`src/rtl/riscv_csr_pkg.sv`:
```
// Shared definitions for the machine-mode trap logic: FSM states,
// mcause codes, CSR addresses and the vectored-offset helper.
package riscv_csr_pkg;

    typedef enum logic [1:0] {
        ST_OPERATING   = 2'b00,
        ST_TRAP_TAKEN  = 2'b01,
        ST_TRAP_RETURN = 2'b10
    } trap_state_e;

    // Exception codes (mcause[31] = 0)
    localparam logic [3:0] CAUSE_INSTR_MISALIGN = 4'd0;
    localparam logic [3:0] CAUSE_ILLEGAL        = 4'd2;
    localparam logic [3:0] CAUSE_LOAD_MISALIGN  = 4'd4;
    localparam logic [3:0] CAUSE_STORE_MISALIGN = 4'd6;

    // Interrupt codes (mcause[31] = 1)
    localparam logic [3:0] CAUSE_M_SW_IRQ       = 4'd3;
    localparam logic [3:0] CAUSE_M_TIMER_IRQ    = 4'd7;
    localparam logic [3:0] CAUSE_M_EXT_IRQ      = 4'd11;

    // CSR addresses served by the CSR file this block talks to
    localparam logic [11:0] CSR_MSTATUS  = 12'h300;
    localparam logic [11:0] CSR_MIE      = 12'h304;
    localparam logic [11:0] CSR_MTVEC    = 12'h305;
    localparam logic [11:0] CSR_MSCRATCH = 12'h340;
    localparam logic [11:0] CSR_MEPC     = 12'h341;
    localparam logic [11:0] CSR_MCAUSE   = 12'h342;

    // Vectored mode places each interrupt handler at base + 4*cause.
    function automatic logic [31:0] vector_offset(input logic [3:0] cause);
        return {26'd0, cause, 2'b00};
    endfunction

endpackage

```
`src/rtl/trap_vector_gen.sv`:
```
// Computes the trap handler address from mtvec. Only interrupts taken
// with mode 1 are vectored; exceptions and modes 0/2/3 go to the base.
module trap_vector_gen
    import riscv_csr_pkg::*;
(
    input  logic [29:0] base_in,
    input  logic [1:0]  mode_in,
    input  logic [3:0]  cause_in,
    input  logic        is_int_in,
    output logic [31:0] target_out
);

    // Select direct or vectored target; sum wraps at 32 bits.
    always_comb begin
        target_out = {base_in, 2'b00};
        if (is_int_in && (mode_in == 2'b01)) begin
            target_out = {base_in, 2'b00} + vector_offset(cause_in);
        end else begin
            target_out = {base_in, 2'b00};
        end
    end

endmodule

```
`src/rtl/machine_trap_ctrl.sv`:
```
// Machine-mode trap sequencer: detects exceptions/interrupts, emits a
// one-cycle trap-entry or MRET-return strobe set and the redirect target.
module machine_trap_ctrl
    import riscv_csr_pkg::*;
(
    input  logic        clk_in,
    input  logic        rst_in,
    input  logic [31:0] pc_in,
    input  logic [31:0] epc_in,
    input  logic [29:0] mtvec_base_in,
    input  logic [1:0]  mtvec_mode_in,
    input  logic        mie_in,
    input  logic        meie_in,
    input  logic        mtie_in,
    input  logic        msie_in,
    input  logic        e_irq_in,
    input  logic        t_irq_in,
    input  logic        s_irq_in,
    input  logic        illegal_instr_in,
    input  logic        instr_misalign_in,
    input  logic        load_misalign_in,
    input  logic        store_misalign_in,
    input  logic        mret_in,
    output logic        set_epc_out,
    output logic [31:0] epc_capture_out,
    output logic        set_cause_out,
    output logic [3:0]  cause_out,
    output logic        int_or_exc_out,
    output logic        mie_clear_out,
    output logic        mie_set_out,
    output logic        redirect_out,
    output logic [31:0] trap_pc_out,
    output logic        flush_out
);

    trap_state_e r_state;
    logic        r_set_epc;
    logic [31:0] r_epc_capture;
    logic        r_set_cause;
    logic [3:0]  r_cause;
    logic        r_int_or_exc;
    logic        r_mie_clear;
    logic        r_mie_set;
    logic        r_redirect;
    logic [31:0] r_trap_pc;
    logic        r_flush;

    logic        w_e_irq;
    logic        w_s_irq;
    logic        w_t_irq;
    logic        w_trap;
    logic [3:0]  w_cause;
    logic        w_is_int;
    logic [31:0] w_vec_target;
    logic [1:0]  w_unused_epc_lsb;

    // mepc is always word-aligned on return; its low bits are dropped.
    assign w_unused_epc_lsb = epc_in[1:0];

    assign w_e_irq = e_irq_in & meie_in & mie_in;
    assign w_s_irq = s_irq_in & msie_in & mie_in;
    assign w_t_irq = t_irq_in & mtie_in & mie_in;

    // Priority select of the highest trap candidate this cycle.
    always_comb begin
        w_trap   = 1'b0;
        w_cause  = 4'd0;
        w_is_int = 1'b0;
        if (instr_misalign_in) begin
            w_trap  = 1'b1;
            w_cause = CAUSE_INSTR_MISALIGN;
        end else if (illegal_instr_in) begin
            w_trap  = 1'b1;
            w_cause = CAUSE_ILLEGAL;
        end else if (load_misalign_in) begin
            w_trap  = 1'b1;
            w_cause = CAUSE_LOAD_MISALIGN;
        end else if (store_misalign_in) begin
            w_trap  = 1'b1;
            w_cause = CAUSE_STORE_MISALIGN;
        end else if (w_e_irq) begin
            w_trap   = 1'b1;
            w_cause  = CAUSE_M_EXT_IRQ;
            w_is_int = 1'b1;
        end else if (w_s_irq) begin
            w_trap   = 1'b1;
            w_cause  = CAUSE_M_SW_IRQ;
            w_is_int = 1'b1;
        end else if (w_t_irq) begin
            w_trap   = 1'b1;
            w_cause  = CAUSE_M_TIMER_IRQ;
            w_is_int = 1'b1;
        end else begin
            w_trap   = 1'b0;
            w_cause  = 4'd0;
            w_is_int = 1'b0;
        end
    end

    trap_vector_gen u_vec (
        .base_in    (mtvec_base_in),
        .mode_in    (mtvec_mode_in),
        .cause_in   (w_cause),
        .is_int_in  (w_is_int),
        .target_out (w_vec_target)
    );

    // Trap FSM with registered strobes and held trap/return payload.
    always_ff @(posedge clk_in) begin
        if (rst_in) begin
            r_state       <= ST_OPERATING;
            r_set_epc     <= 1'b0;
            r_epc_capture <= 32'd0;
            r_set_cause   <= 1'b0;
            r_cause       <= 4'd0;
            r_int_or_exc  <= 1'b0;
            r_mie_clear   <= 1'b0;
            r_mie_set     <= 1'b0;
            r_redirect    <= 1'b0;
            r_trap_pc     <= 32'd0;
            r_flush       <= 1'b0;
        end else begin
            case (r_state)
                ST_OPERATING: begin
                    if (w_trap) begin
                        // Trap beats a simultaneous MRET, which gets flushed.
                        r_state       <= ST_TRAP_TAKEN;
                        r_cause       <= w_cause;
                        r_int_or_exc  <= w_is_int;
                        r_epc_capture <= pc_in;
                        r_trap_pc     <= w_vec_target;
                        r_set_epc     <= 1'b1;
                        r_set_cause   <= 1'b1;
                        r_mie_clear   <= 1'b1;
                        r_mie_set     <= 1'b0;
                        r_redirect    <= 1'b1;
                        r_flush       <= 1'b1;
                    end else if (mret_in) begin
                        r_state     <= ST_TRAP_RETURN;
                        r_trap_pc   <= {epc_in[31:2], 2'b00};
                        r_set_epc   <= 1'b0;
                        r_set_cause <= 1'b0;
                        r_mie_clear <= 1'b0;
                        r_mie_set   <= 1'b1;
                        r_redirect  <= 1'b1;
                        r_flush     <= 1'b1;
                    end else begin
                        r_state     <= ST_OPERATING;
                        r_set_epc   <= 1'b0;
                        r_set_cause <= 1'b0;
                        r_mie_clear <= 1'b0;
                        r_mie_set   <= 1'b0;
                        r_redirect  <= 1'b0;
                        r_flush     <= 1'b0;
                    end
                end
                ST_TRAP_TAKEN, ST_TRAP_RETURN: begin
                    // One-cycle states: inputs ignored, strobes drop.
                    r_state     <= ST_OPERATING;
                    r_set_epc   <= 1'b0;
                    r_set_cause <= 1'b0;
                    r_mie_clear <= 1'b0;
                    r_mie_set   <= 1'b0;
                    r_redirect  <= 1'b0;
                    r_flush     <= 1'b0;
                end
                default: begin
                    r_state     <= ST_OPERATING;
                    r_set_epc   <= 1'b0;
                    r_set_cause <= 1'b0;
                    r_mie_clear <= 1'b0;
                    r_mie_set   <= 1'b0;
                    r_redirect  <= 1'b0;
                    r_flush     <= 1'b0;
                end
            endcase
        end
    end

    assign set_epc_out     = r_set_epc;
    assign epc_capture_out = r_epc_capture;
    assign set_cause_out   = r_set_cause;
    assign cause_out       = r_cause;
    assign int_or_exc_out  = r_int_or_exc;
    assign mie_clear_out   = r_mie_clear;
    assign mie_set_out     = r_mie_set;
    assign redirect_out    = r_redirect;
    assign trap_pc_out     = r_trap_pc;
    assign flush_out       = r_flush;

endmodule
```
`config.mk`:
```
export PLATFORM = sky130hd
export DESIGN_NAME = machine_trap_ctrl
export DESIGN_NICKNAME = d
export VERILOG_FILES = /design/src/rtl/riscv_csr_pkg.sv /design/src/rtl/trap_vector_gen.sv /design/src/rtl/machine_trap_ctrl.sv
export SDC_FILE = /design/constraint.sdc
export NUM_CORES = 1
export LEC_CHECK = 0
export BUFFER_PORTS_ARGS = -buffer_cell sky130_fd_sc_hd__buf_2
export CAP_MARGIN = 40
export CORE_MARGIN = 1.5
export CORE_UTILIZATION = 23
export DETAILED_ROUTE_END_ITERATION = 6
export SYNTH_ARGS = -nofsm -noshare
export SYNTH_HDL_FRONTEND = slang
export SYNTH_HIERARCHICAL = 1
export SYNTH_SLANG_ARGS = --single-unit
```
`constraint.sdc`:
```
create_clock -name clk_in -period 2.79 [get_ports clk_in]
set_input_delay 0.558 -clock clk_in [delete_from_list [all_inputs] [get_ports clk_in]]
set_output_delay 0.558 -clock clk_in [all_outputs]
set_load 0.01 [all_outputs]
```
# Word-level counts from Yosys, hierarchy flattened
# Cells that the tools add are included.
# totals
in_bits,110
elab_cells,51
output_inout_bits,75
regBits,74
# op_classes
mux,26
bitwise,7
addsub,1
n_eq_ne,1
reduce_logical,7
# ops
operator,count
$mux 32,3
$add 32x6->32,1
$mux 4,5
$mux 1,15
$and 1x1->1,6
$mux 3,2
$reduce_and 2->1,2
$reduce_or 3->1,1
$eq 2x1->1 const B,1
$logic_not 2->1,1
$mux 2,1
$reduce_bool 2->1,1
$reduce_or 2->1,1
$logic_and 1x1->1,1
$not 1->1,1

# Depth between registers and ports, before layout
# Gate-level depths: netlist of the first run.
# depth
ltp_word,12
mapped_depth,13
ltp_nobuf,12

# Modules after synthesis
# Netlist of the first run, hierarchy kept.
# modules_own_cells
mod,area_each_um2,cells_per_inst,seq_area_each_um2,instances
machine_trap_ctrl,2876.5,368,1441.4,1
trap_vector_gen,743.2,108,0.0,1

# Worst setup path after synthesis of the first run
# Ideal clock, no wire load.
# synth_timing
path_kind,input to register
from,input s_irq_in
to,"register r_trap_pc[22], in the netlist trap_pc_out[22]"
path_buffers,1
setup_ns,0.074
arrival_time_ns,2.574
required_ns,2.716
cell_stages,12
path_slack_ns,0.141
path_cell_list,a22o_1 nand2_1 a311oi_1 fa_1 nand3_1 a211oi_2 and2_1 buf_4 nand4_1 xnor2_1 nand3_1 a31oi_1
# synth_via
elab_chain_len,11
word_cells_on_any_way,24
cone_classes,add/sub: 1; mux: 18; bitwise: 2; reduce/logical: 3
# synth_rtl
item,line_no,rtl
from (decl),machine_trap_ctrl.sv:18,"input logic s_irq_in,"
$and 1x1->1 (2 in a row),machine_trap_ctrl.sv:61,assign w_s_irq = s_irq_in & msie_in & mie_in;
$mux 3,machine_trap_ctrl.sv:85,end else if (w_s_irq) begin
$mux 4,machine_trap_ctrl.sv:81,end else if (w_e_irq) begin
$mux 4,machine_trap_ctrl.sv:78,end else if (store_misalign_in) begin
$mux 4,machine_trap_ctrl.sv:75,end else if (load_misalign_in) begin
$mux 4,machine_trap_ctrl.sv:72,end else if (illegal_instr_in) begin
$mux 4,machine_trap_ctrl.sv:69,if (instr_misalign_in) begin
via w_cause[1],machine_trap_ctrl.sv:52,logic [3:0] w_cause;
$add 32x6->32,trap_vector_gen.sv:17,"target_out = {base_in, 2'b00} + vector_offset(cause_in);"
$mux 32,trap_vector_gen.sv:16,if (is_int_in && (mode_in == 2'b01)) begin
via w_vec_target[22],machine_trap_ctrl.sv:54,logic [31:0] w_vec_target;
$mux 32,machine_trap_ctrl.sv:125,if (w_trap) begin
to (signal assigned),machine_trap_ctrl.sv:131,r_trap_pc <= w_vec_target;
to (signal assigned),machine_trap_ctrl.sv:140,"r_trap_pc <= {epc_in[31:2], 2'b00};"
to (decl),machine_trap_ctrl.sv:45,logic [31:0] r_trap_pc;
# The timed path passes the listed nets, and every way through them passes these cells.
# A chain may end at the register's enable or synchronous reset.

# Final worst setup path of the first run
# layout_timing
from,input mie_in
to,"register r_trap_pc[14], in the netlist trap_pc_out[14]"
# layout_via
elab_chain_len,11
word_cells_on_any_way,27
cone_classes,add/sub: 1; mux: 20; bitwise: 3; reduce/logical: 3
# layout_rtl
item,line_no,rtl
from (decl),machine_trap_ctrl.sv:12,"input logic mie_in,"
$and 1x1->1,machine_trap_ctrl.sv:62,assign w_t_irq = t_irq_in & mtie_in & mie_in;
$mux 3,machine_trap_ctrl.sv:89,end else if (w_t_irq) begin
$mux 3,machine_trap_ctrl.sv:85,
$mux 4 *,machine_trap_ctrl.sv:81,
$mux 4 *,machine_trap_ctrl.sv:78,
$mux 4 *,machine_trap_ctrl.sv:75,
$mux 4 *,machine_trap_ctrl.sv:72,
$mux 4 *,machine_trap_ctrl.sv:69,
via w_cause[2],machine_trap_ctrl.sv:52,
$add 32x6->32 *,trap_vector_gen.sv:17,
$mux 32 *,trap_vector_gen.sv:16,
via w_vec_target[14],machine_trap_ctrl.sv:54,
$mux 32 *,machine_trap_ctrl.sv:125,
# Mark *: on every way through the listed nets, which the timed path passes. The rest lies on a longest branch.

==> reports/metrics.yaml, run 1 <==
run_status:
  outcome: "completed"
sta:
  max_slew_margin_pct: 60.32
  finalHoldViolCount: 0
  fmax_mhz: 404.6
  grt_setup_unrepaired: "false"
  slew_viol_final: 0
  hold_ws_ns: 0.4481
  period_needed_ns: 2.471
  period_share_pct: 88.58
  finClkSkew_ns: 0.004397
  worst_pin_slew_ns: 0.5952
  setup_viol: 0
layout:
  most-common-layout-cells: "buf_2 (182), nand2_1 (124), nand3_1 (72), dfxtp_1 (72), a21oi_1 (42)"
  area_growth_pct: 42.14
  finalNetCount: 768
  drive_above_1_share_pct: 35.71
  final_area_sq_um: 5145
  final_common_cell: "buf_2"
clocking:
  cts.sinks: 72
  ctsResizeCount: 0
  cts_made_buffers: 9
  clk_latency_ns: 0.33
  path_clk_slew_ns: 0.06
  holdBufCountCts: 0
  clk_path_buf_depth: 2
  cts-root-buf: "clkbuf_16"
  htreeDepth: 3
  cts_tree: "yes"
  post_cts_buffers: 0
pwr:
  internal-power_w: 0.002146
  seqPwrFrac_pct: 39.0
  power_density_nw_per_um2: 568.3
  p_switching_w: 0.0007775
  power_frac_comb_pct: 17.3
  peakVddDrop_mv: 0.3011
  p_sw_share_pct: 26.59
  power.leakage_nw: 2.357
  p_clk_share_pct: 43.8
grt:
  grt_use_total_pct: 14.55
  overflow: 0
  antenna_found_initial: 1
  grt_pass1_vias: 3636
  grt_max_degree: 46
  grt_pass1_wl_mm: 18.49
synthesis:
  synth-seq-cells: 72
  synth_edf_count: 0
  yosysUniqueCellTypes: 43
  synth_ff_type: "dfxtp_1"
  syn_inst: 476
  avgSynthCellArea_sq_um: 7.604
  synth-warning-count: 6
  synthArstFlopShare_pct: 0
  syn_area_sq_um: 3620
  seq_area_frac_synth_pct: 39.82
place:
  dp_hpwl_mm: 8.670
  place.gp.congestion: 0.7667
  detailed_place.area_sq_um: 4810
  numPortBuffers: 182
routing:
  num_vias: 3877
  dr.pass1.iters: 7
  first_iter_violations: 141
  avgRoutedWirePerCell_um: 13.63
  avgViaCountPerCell: 4.456
  drc: 0
  detail-route-antenna-nets: 0
  drt_wl_total_mm: 11.86
setup_path:
  arrival_ns: 2.74
  cp-end-kind: "flip-flop"
  rr_startpoint: "r_state[0]"
  cp_max_fo: 5
  worstPathRequired_ns: 3.05
  crit_type: "primary input to flip-flop"
  critical_path.startpoint_type: "primary input"
  startpoint: "mie_in"
  regToRegSetupSlack_ns: 1.27
floorplan:
  io_pins: 185
  dieArea_sq_um: 16500
  start_util_pct: 23.72
  die_w_um: 128.5
  core_area_sq_um: 15260
  num_rows: 45
  fp.dieH_um: 128.5
hold_path:
  min_path_type: "flip-flop to flip-flop"
  min_from: "epc_capture_out[23]"
flow_run:
  cap_violations: 0
[synthesized netlist by cell type, types with 2 or more instances]
| cell type | n | share of area, % |
|---|---|---|
| nor2_1 | 20 | 2.1 |
| and3_1 | 2 | 0.35 |
| nor3_1 | 3 | 0.41 |
| xor2_1 | 14 | 3.4 |
| o21ai_0 | 2 | 0.28 |
| a21oi_1 | 42 | 5.8 |
| xnor2_1 | 14 | 3.4 |
| nor2b_1 | 2 | 0.35 |
| nand4_1 | 5 | 0.86 |
| buf_2 | 7 | 0.97 |
| nand2_1 | 124 | 13 |
| nand3_1 | 72 | 10 |
| buf_1 | 5 | 0.52 |
| nor3_2 | 4 | 1.1 |
| mux2_2 | 2 | 0.62 |
| clkbuf_1 | 13 | 1.3 |
| ha_1 | 4 | 1.4 |
| dfxtp_1 | 72 | 40 |
| inv_1 | 3 | 0.31 |
| buf_4 | 12 | 2.5 |
| a22oi_1 | 3 | 0.62 |
| a31oi_1 | 30 | 5.2 |
[layer usage]
metal,vias up,track usage [%],wire length [um]
li1,1983,-,-
met3,12,4.657,933
met4,0,5.155,158
met1,1736,17.81,5427
met2,146,24.07,5337
met5,-,0,0
[worst max-delay path, cell delays in order]
cell,delay [ns]
buf_2,0.12
nand3_1,0.17
a21oi_1,0.07
o31a_1,0.29
ha_1,0.36
nand3_1,0.14
a211oi_2,0.22
buf_4,0.16
nand3_1,0.11
nor2_1,0.14
xor2_1,0.16
nand3_1,0.10
a31oi_1,0.14
[stage by stage]
stage,total power (W),cells,worst slack (ns),util [%],TNS [ns]
detailed placement,0.001673,853,-0.1161,31.52,-0.7605
finish,0.002924,870,0.3185,33.72,0
global placement,0.001670,853,-0.09234,31.52,-0.3086
floorplan,0.001425,477,0.1415,-,0
global route,0.003074,869,0.07565,33.70,0
CTS,0.002971,869,0.2374,33.69,0
[flip-flops by register name, summed over array words and instances (netlist names)]
name / count
cause_out: 4
r_state: 1
epc_capture_out: 32
mie_set_out: 1
flush_out: 1
int_or_exc_out: 1
trap_pc_out: 32
[power groups by stage]
stage | registers, W | logic [W] | clock network [W]
after global routing | 0.00115 | 0.000563 | 0.00136
after floorplan | 0.00120 | 0.000229 | 0
after global placement | 0.00116 | 0.000509 | 0
after CTS | 0.00114 | 0.000512 | 0.00132
after detailed placement | 0.00116 | 0.000511 | 0
final | 0.00114 | 0.000505 | 0.00128
[cell families after synthesis]
family | Yosys count | share of synthesized area (%)
xor gates and xnor gates | 28 | 6.775
buffers and inverters | 40 | 5.634
other | 1 | 0.1036
muxes | 2 | 0.6221
and+or+nand+nor | 242 | 30.87
AOI/OAI and AO/OA | 86 | 14.24
adders and majority gates | 5 | 1.936
DFF | 72 | 39.82
[path summary, 6_finish.rpt]
| kind | end | cells after the start |
|---|---|---|
| setup / recovery | trap_pc_out[14] | 13 |
| setup reg to reg | trap_pc_out[15] | 5 |
| hold / removal | epc_capture_out[23] | 2 |
| hold reg to reg | epc_capture_out[23] | 2 |
[final cells by class]
| class | count | area [sq um] |
|---|---|---|
| inverter | 3 | 11.26 |
| clock inverter | 5 | 78.83 |
| tap | 211 | 264.0 |
| sequential | 72 | 1441 |
| multi-input combinational | 365 | 1996 |
| antenna | 1 | 2.502 |
| fill | 1667 | 10110 |
| timing repair buffer | 202 | 1099 |
| clock buffer | 11 | 252.7 |
Note: power is estimated with default switching activity, not from simulation.
==> run 2: changes to the inputs <==
--- a/config.mk
+++ b/config.mk
@@ -10,6 +10,7 @@
 export CORE_MARGIN = 1.5
 export CORE_UTILIZATION = 23
 export DETAILED_ROUTE_END_ITERATION = 6
+export PLACE_DENSITY = 0.54
 export SYNTH_ARGS = -nofsm -noshare
 export SYNTH_HDL_FRONTEND = slang
 export SYNTH_HIERARCHICAL = 1
==> constraint.sdc (replaced) <==
create_clock -name clk_in -period 3.1 [get_ports clk_in]
set_input_delay 0.62 -clock clk_in [delete_from_list [all_inputs] [get_ports clk_in]]
set_output_delay 0.62 -clock clk_in [all_outputs]
set_load 0.01 [all_outputs]
==> run 2 against run 1 <==
  * Count of clock-buffer cells in the layout fell by 1
  * Clock skew rose by 0.0034 ns
  * Non-clock buffer count fell by 6
  * Sequential power fell by 9.6%
  * Cell count fell by 0.80%
  * Critical path depth did not move
  * Via count rose by 0.36%
  * Global-route usage fell by 0.073 points
  * Largest power group unchanged
==> reports/metrics.yaml, run 2 (same netlist as run 1, synthesis figures left out) <==
routing:
  num_vias: 3891  # was 3877
  avgRoutedWirePerCell_um: 13.97  # was 13.63 um
  dr.pass1.iters: 4  # was 7
  drt_wl_total_mm: 12.05  # was 11.86 mm
  first_iter_violations: 157  # was 141
  avgViaCountPerCell: 4.509  # was 4.456
  drc: 0  # unchanged
  detail-route-antenna-nets: 0  # unchanged
grt:
  grt_max_degree: 39  # was 46
  overflow: 0  # unchanged
  grt_pass1_wl_mm: 18.44  # was 18.49 mm
  grt_use_total_pct: 14.47  # was 14.55%
  grt_pass1_vias: 3636  # unchanged
  antenna_found_initial: 0  # was 1
sta:
  finalHoldViolCount: 0  # unchanged
  period_needed_ns: 2.609
  tns_ns: 0  # unchanged
  period_share_pct: 84.17
  setup_viol: 0  # unchanged
  fmax_mhz: 383.3
  finClkSkew_ns: 0.007805  # was 0.004397 ns
  grt_setup_unrepaired: "false"  # unchanged
  slew_viol_final: 0  # unchanged
  hold_ws_ns: 0.4497  # was 0.4481 ns
layout:
  finalNetCount: 762  # was 768
  fin_util_pct: 33.17  # was 33.72%
  stdcell_count: 863  # was 870
  area_growth_pct: 39.82  # was 42.14%
  drive_above_1_share_pct: 34.97  # was 35.71%
  final_common_cell: "buf_2"  # unchanged
  most-common-layout-cells: "buf_2 (182), nand2_1 (124), nand3_1 (72), dfxtp_1 (72), a21oi_1 (42)"  # unchanged
  fillCellCount: 1648  # was 1667
  diodes: 0  # was 1
floorplan:
  core_area_sq_um: 15260  # unchanged
  io_pins: 185  # unchanged
  die_w_um: 128.5  # unchanged
  dieArea_sq_um: 16500  # unchanged
  num_rows: 45  # unchanged
  start_util_pct: 23.72  # unchanged
  fp.dieH_um: 128.5  # unchanged
clocking:
  htreeDepth: 3  # unchanged
  cts_tree: "yes"  # unchanged
  clk_path_buf_depth: 2  # unchanged
  post_cts_buffers: 0  # unchanged
  cts_made_buffers: 9  # unchanged
  clk_latency_ns: 0.34  # was 0.33 ns
  holdBufCountCts: 0  # unchanged
  ctsResizeCount: 0  # unchanged
  cts-root-buf: "clkbuf_16"  # unchanged
  cts.sinks: 72  # unchanged
  path_clk_slew_ns: 0.06  # about the same
setup_path:
  cp_max_fo: 7  # was 5
  critical_path.cell_chain: "buf_2, a22o_1, nand2_1, a311oi_1, buf_4, fa_1, nand3_1, a211oi_2, and2_1, nand4_1, xnor2_1, nand3_1, a31oi_1"  # was buf_2, nand3_1, a21oi_1, o31a_1, ha_1, nand3_1, a211oi_2, buf_4, nand3_1, nor2_1, xor2_1, nand3_1, a31oi_1
  crit_top_cell: "nand3_1"  # unchanged
  max_stage_delay_ns: 0.35  # was 0.36 ns
  critPathSlowestCell: "and2_1"  # was ha_1
  path_buf_inv: 2  # unchanged
  critical_path.startpoint_type: "primary input"  # unchanged
  arrival_ns: 2.88  # was 2.74 ns
  cp-end-kind: "flip-flop"  # unchanged
  critPathTopFamily: "simple AND/OR/NAND/NOR gates"  # was compound AO/OA/AOI/OAI gates
  worstPathRequired_ns: 3.37  # was 3.05 ns
  crit_type: "primary input to flip-flop"  # unchanged
pwr:
  power_frac_comb_pct: 16.8  # was 17.3%
  internal-power_w: 0.001904  # was 0.002146 W
  p_switching_w: 0.0007220  # was 0.0007775 W
  p_sw_share_pct: 27.49  # was 26.59%
  power.leakage_nw: 2.313  # was 2.357 nW
  power_w: 0.002626  # was 0.002924 W
  p_clk_share_pct: 44.1  # was 43.8%
  peakVddDrop_mv: 0.2492  # was 0.3011 mV
  seqPwrFrac_pct: 39.1  # was 39.0%
  power_density_nw_per_um2: 518.9  # was 568.3 nW/um^2
place:
  numPortBuffers: 182  # unchanged
  placed_cells: 847  # was 853
  dp_hpwl_mm: 8.776  # was 8.670 mm
  place.gp.congestion: 0.7917  # was 0.7667
hold_path:
  min_path_type: "flip-flop to flip-flop"  # unchanged
run_status:
  outcome: "completed"  # unchanged
flow_run:
  cap_violations: 0  # unchanged
==> run 2: final timing paths <==
kind / startpoint / endpoint / slack (ns) / cells after the start
max reg2reg: r_state[0] / epc_capture_out[7] / 1.46 / 6
max: s_irq_in / trap_pc_out[28] / 0.49 / 13
min: epc_capture_out[5] / epc_capture_out[5] / 0.45 / 2
min reg2reg: epc_capture_out[5] / epc_capture_out[5] / 0.45 / 2
==> run 2: power by group through the flow <==
stage,registers [W],logic (W),clock network [W]
5_1_grt,0.00103,0.000492,0.00122
3_5_place_dp,0.00105,0.000447,0
6_report,0.00103,0.000441,0.00116
2_1_floorplan,0.00108,0.000206,0
3_3_place_gp,0.00105,0.000447,0
4_1_cts,0.00103,0.000448,0.00120
==> run 2: worst min-delay path, delay by kind of cell, from the launching register on <==
family / cells / cell delay [ns]
flops: 1 / 0.30
simple gates: 1 / 0.05
compound gates: 1 / 0.05
==> run 2: metal layers <==
metal	global-route usage (%)	vias up	part of all wire (%)
met3	3.202	14	6.4
met1	18.33	1753	47
li1	-	1976	-
met2	23.34	148	45
met5	0	-	0
met4	7.072	0	2.0
==> run 2: layout make-up <==
class | instances | area, sq um | area share, %
multi-input cells | 365 | 1987 | 39.26
flip-flops and latches | 72 | 1441 | 28.48
repair buffers | 196 | 1028 | 20.32
well taps | 211 | 264.0 | 5.216
clock buffers | 10 | 239.0 | 4.722
clock inverters | 6 | 90.09 | 1.780
inverters | 3 | 11.26 | 0.2225
==> run 2: metrics by stage <==
step / cell area, sq um / setup slack, ns
floorplan: 3623 / 0.3895
global placement: 4732 / 0.1363
detailed placement: 4732 / 0.1096
CTS: 5061 / 0.4709
global route: 5061 / 0.1819
finish: 5061 / 0.4909
==> run 3: changes to the inputs <==
==> constraint.sdc (replaced) <==
create_clock -name clk_in -period 2.7 [get_ports clk_in]
set_input_delay 0.54 -clock clk_in [delete_from_list [all_inputs] [get_ports clk_in]]
set_output_delay 0.54 -clock clk_in [all_outputs]
set_load 0.01 [all_outputs]
==> run 3 against run 2 <==
  * Sequential power is 15% higher
  * Combinational power is 21% higher
  * Non-clock buffer count is 16 higher
  * Global-route usage is 0.16 points lower
  * Critical path depth stayed put
  * Final area is 4.3% higher
  * Wire length is 0.30% lower
  * Highest routed layer unchanged
  * Clock skew is 0.0036 ns lower
==> reports/metrics.yaml, run 3 (same netlist as run 1, synthesis figures left out) <==
run_status:
  outcome: "completed"  # unchanged
grt:
  grt_pass1_wl_mm: 18.41  # was 18.44 mm
  overflow: 0  # unchanged
  grt_use_total_pct: 14.31  # was 14.47%
  grt_max_degree: 48  # was 39
  grt_pass1_vias: 3713  # was 3636
  antenna_found_initial: 0  # unchanged
hold_path:
  min_path_type: "primary input to flip-flop"  # was flip-flop to flip-flop
clocking:
  holdBufCountCts: 0  # unchanged
  path_clk_slew_ns: 0.06  # about the same
  clk_path_buf_depth: 2  # unchanged
  clk_latency_ns: 0.34  # about the same
  cts_made_buffers: 9  # unchanged
  cts_tree: "yes"  # unchanged
  ctsResizeCount: 0  # unchanged
  post_cts_buffers: 0  # unchanged
  cts.sinks: 72  # unchanged
  cts-root-buf: "clkbuf_16"  # unchanged
  htreeDepth: 3  # unchanged
place:
  placed_cells: 863  # was 847
  numPortBuffers: 182  # unchanged
  dp_hpwl_mm: 8.812  # was 8.776 mm
  place.gp.congestion: 0.7804  # was 0.7917
  place_ws_ns: -0.1140  # was 0.1096 ns
  detailed_place.area_sq_um: 4902  # was 4732 sq um
layout:
  fillCellCount: 1665  # was 1648
  stdcell_count: 879  # was 863
  final_area_sq_um: 5279  # was 5061 sq um
  final_common_cell: "buf_2"  # unchanged
  area_growth_pct: 45.83  # was 39.82%
  most-common-layout-cells: "buf_2 (182), nand2_1 (123), dfxtp_1 (72)"  # was buf_2 (182), nand2_1 (124), nand3_1 (72), dfxtp_1 (72), a21oi_1 (42)
  diodes: 0  # unchanged
  drive_above_1_share_pct: 37.87  # was 34.97%
  finalNetCount: 778  # was 762
sta:
  worst_pin_slew_ns: 0.5608
  period_needed_ns: 2.512
  period_share_pct: 93.04
  grt_setup_unrepaired: "false"  # unchanged
  slew_viol_final: 0  # unchanged
  fin_ws_ns: 0.1878  # was 0.4909 ns
  tns_ns: 0  # unchanged
  fmax_mhz: 398.1
  finalHoldViolCount: 0  # unchanged
  finClkSkew_ns: 0.004155  # was 0.007805 ns
  setup_viol: 0  # unchanged
  max_slew_margin_pct: 62.62
floorplan:
  core_area_sq_um: 15260  # unchanged
  num_rows: 45  # unchanged
  die_w_um: 128.5  # unchanged
  io_pins: 185  # unchanged
  start_util_pct: 23.72  # unchanged
  dieArea_sq_um: 16500  # unchanged
  fp.dieH_um: 128.5  # unchanged
routing:
  drt_wl_total_mm: 12.02  # was 12.05 mm
  first_iter_violations: 170  # was 157
  avgViaCountPerCell: 4.503  # was 4.509
  detail-route-antenna-nets: 0  # unchanged
  num_vias: 3958  # was 3891
  dr.pass1.iters: 4  # unchanged
  drc: 0  # unchanged
  avgRoutedWirePerCell_um: 13.67  # was 13.97 um
setup_path:
  crit_type: "primary input to flip-flop"  # unchanged
  cp-end-kind: "flip-flop"  # unchanged
  arrival_ns: 2.78  # was 2.88 ns
  worstPathRequired_ns: 2.96  # was 3.37 ns
  critical_path.startpoint_type: "primary input"  # unchanged
  cp_max_fo: 5  # was 7
pwr:
  power.leakage_nw: 2.398  # was 2.313 nW
  power_density_nw_per_um2: 575.2  # was 518.9 nW/um^2
  power_w: 0.003036  # was 0.002626 W
  peakVddDrop_mv: 0.2902  # was 0.2492 mV
flow_run:
  cap_violations: 0  # unchanged
## run 3: changes by cell type in the layout (fill, tap and decap cells not counted), moves of 2 or more
cell,change
buf_4,+12
buf_12,+4
ha_1,-3
ha_4,+2
inv_6,+2
## run 3: worst paths after layout
check / start / end / slack (ns) / depth (start not counted)
setup / recovery: s_irq_in / trap_pc_out[15] / 0.19 / 13
hold / removal: pc_in[9] / epc_capture_out[9] / 0.44 / 3
setup reg to reg: r_state[0] / trap_pc_out[21] / 1.18 / 6
hold reg to reg: epc_capture_out[16] / epc_capture_out[16] / 0.45 / 2
## run 3: layer usage
metal	GRT usage, %	part of all wire [%]	vias up
li1	-	-	2007
met1	17.48	45	1778
met2	24.29	46	161
met3	3.701	7.7	12
met4	5.288	1.4	0
met5	0	0	-
## run 3: worst max-delay path, stage by stage
cell,delay [ns]
buf_2,0.10
a22o_1,0.24
nand2_2,0.11
a311oi_2,0.10
buf_4,0.16
ha_1,0.27
a21oi_1,0.08
o22ai_1,0.22
nand2b_1,0.21
nor3_1,0.30
xor2_1,0.21
nand3_1,0.09
a31oi_1,0.14
## run 3: final cells by class
class                           count  area [sq um]  area share [%]
Multi-Input combinational cell    365          2037           38.59
Sequential cell                    72          1441           27.31
Inverter                            3         11.26          0.2133
Timing Repair Buffer              212          1199           22.71
Clock buffer                        9         225.2           4.266
Clock inverter                      7         101.3           1.920
Tap cell                          211         264.0           5.001
## run 3: where the power goes
group          switching, W  internal, W
clock              0.000506     0.000819
combinational      0.000301     0.000232
sequential        0.0000389      0.00114
## run 3: through the flow
| step | hold slack [ns] | utilization [%] |
|---|---|---|
| after global routing | 0.4291 | 34.60 |
| after detailed placement | 0.4434 | 32.13 |
| final | 0.4360 | 34.60 |
| after floorplan | 0.4805 | - |
| after global placement | 0.4398 | 32.13 |
| after CTS | 0.4217 | 34.27 |
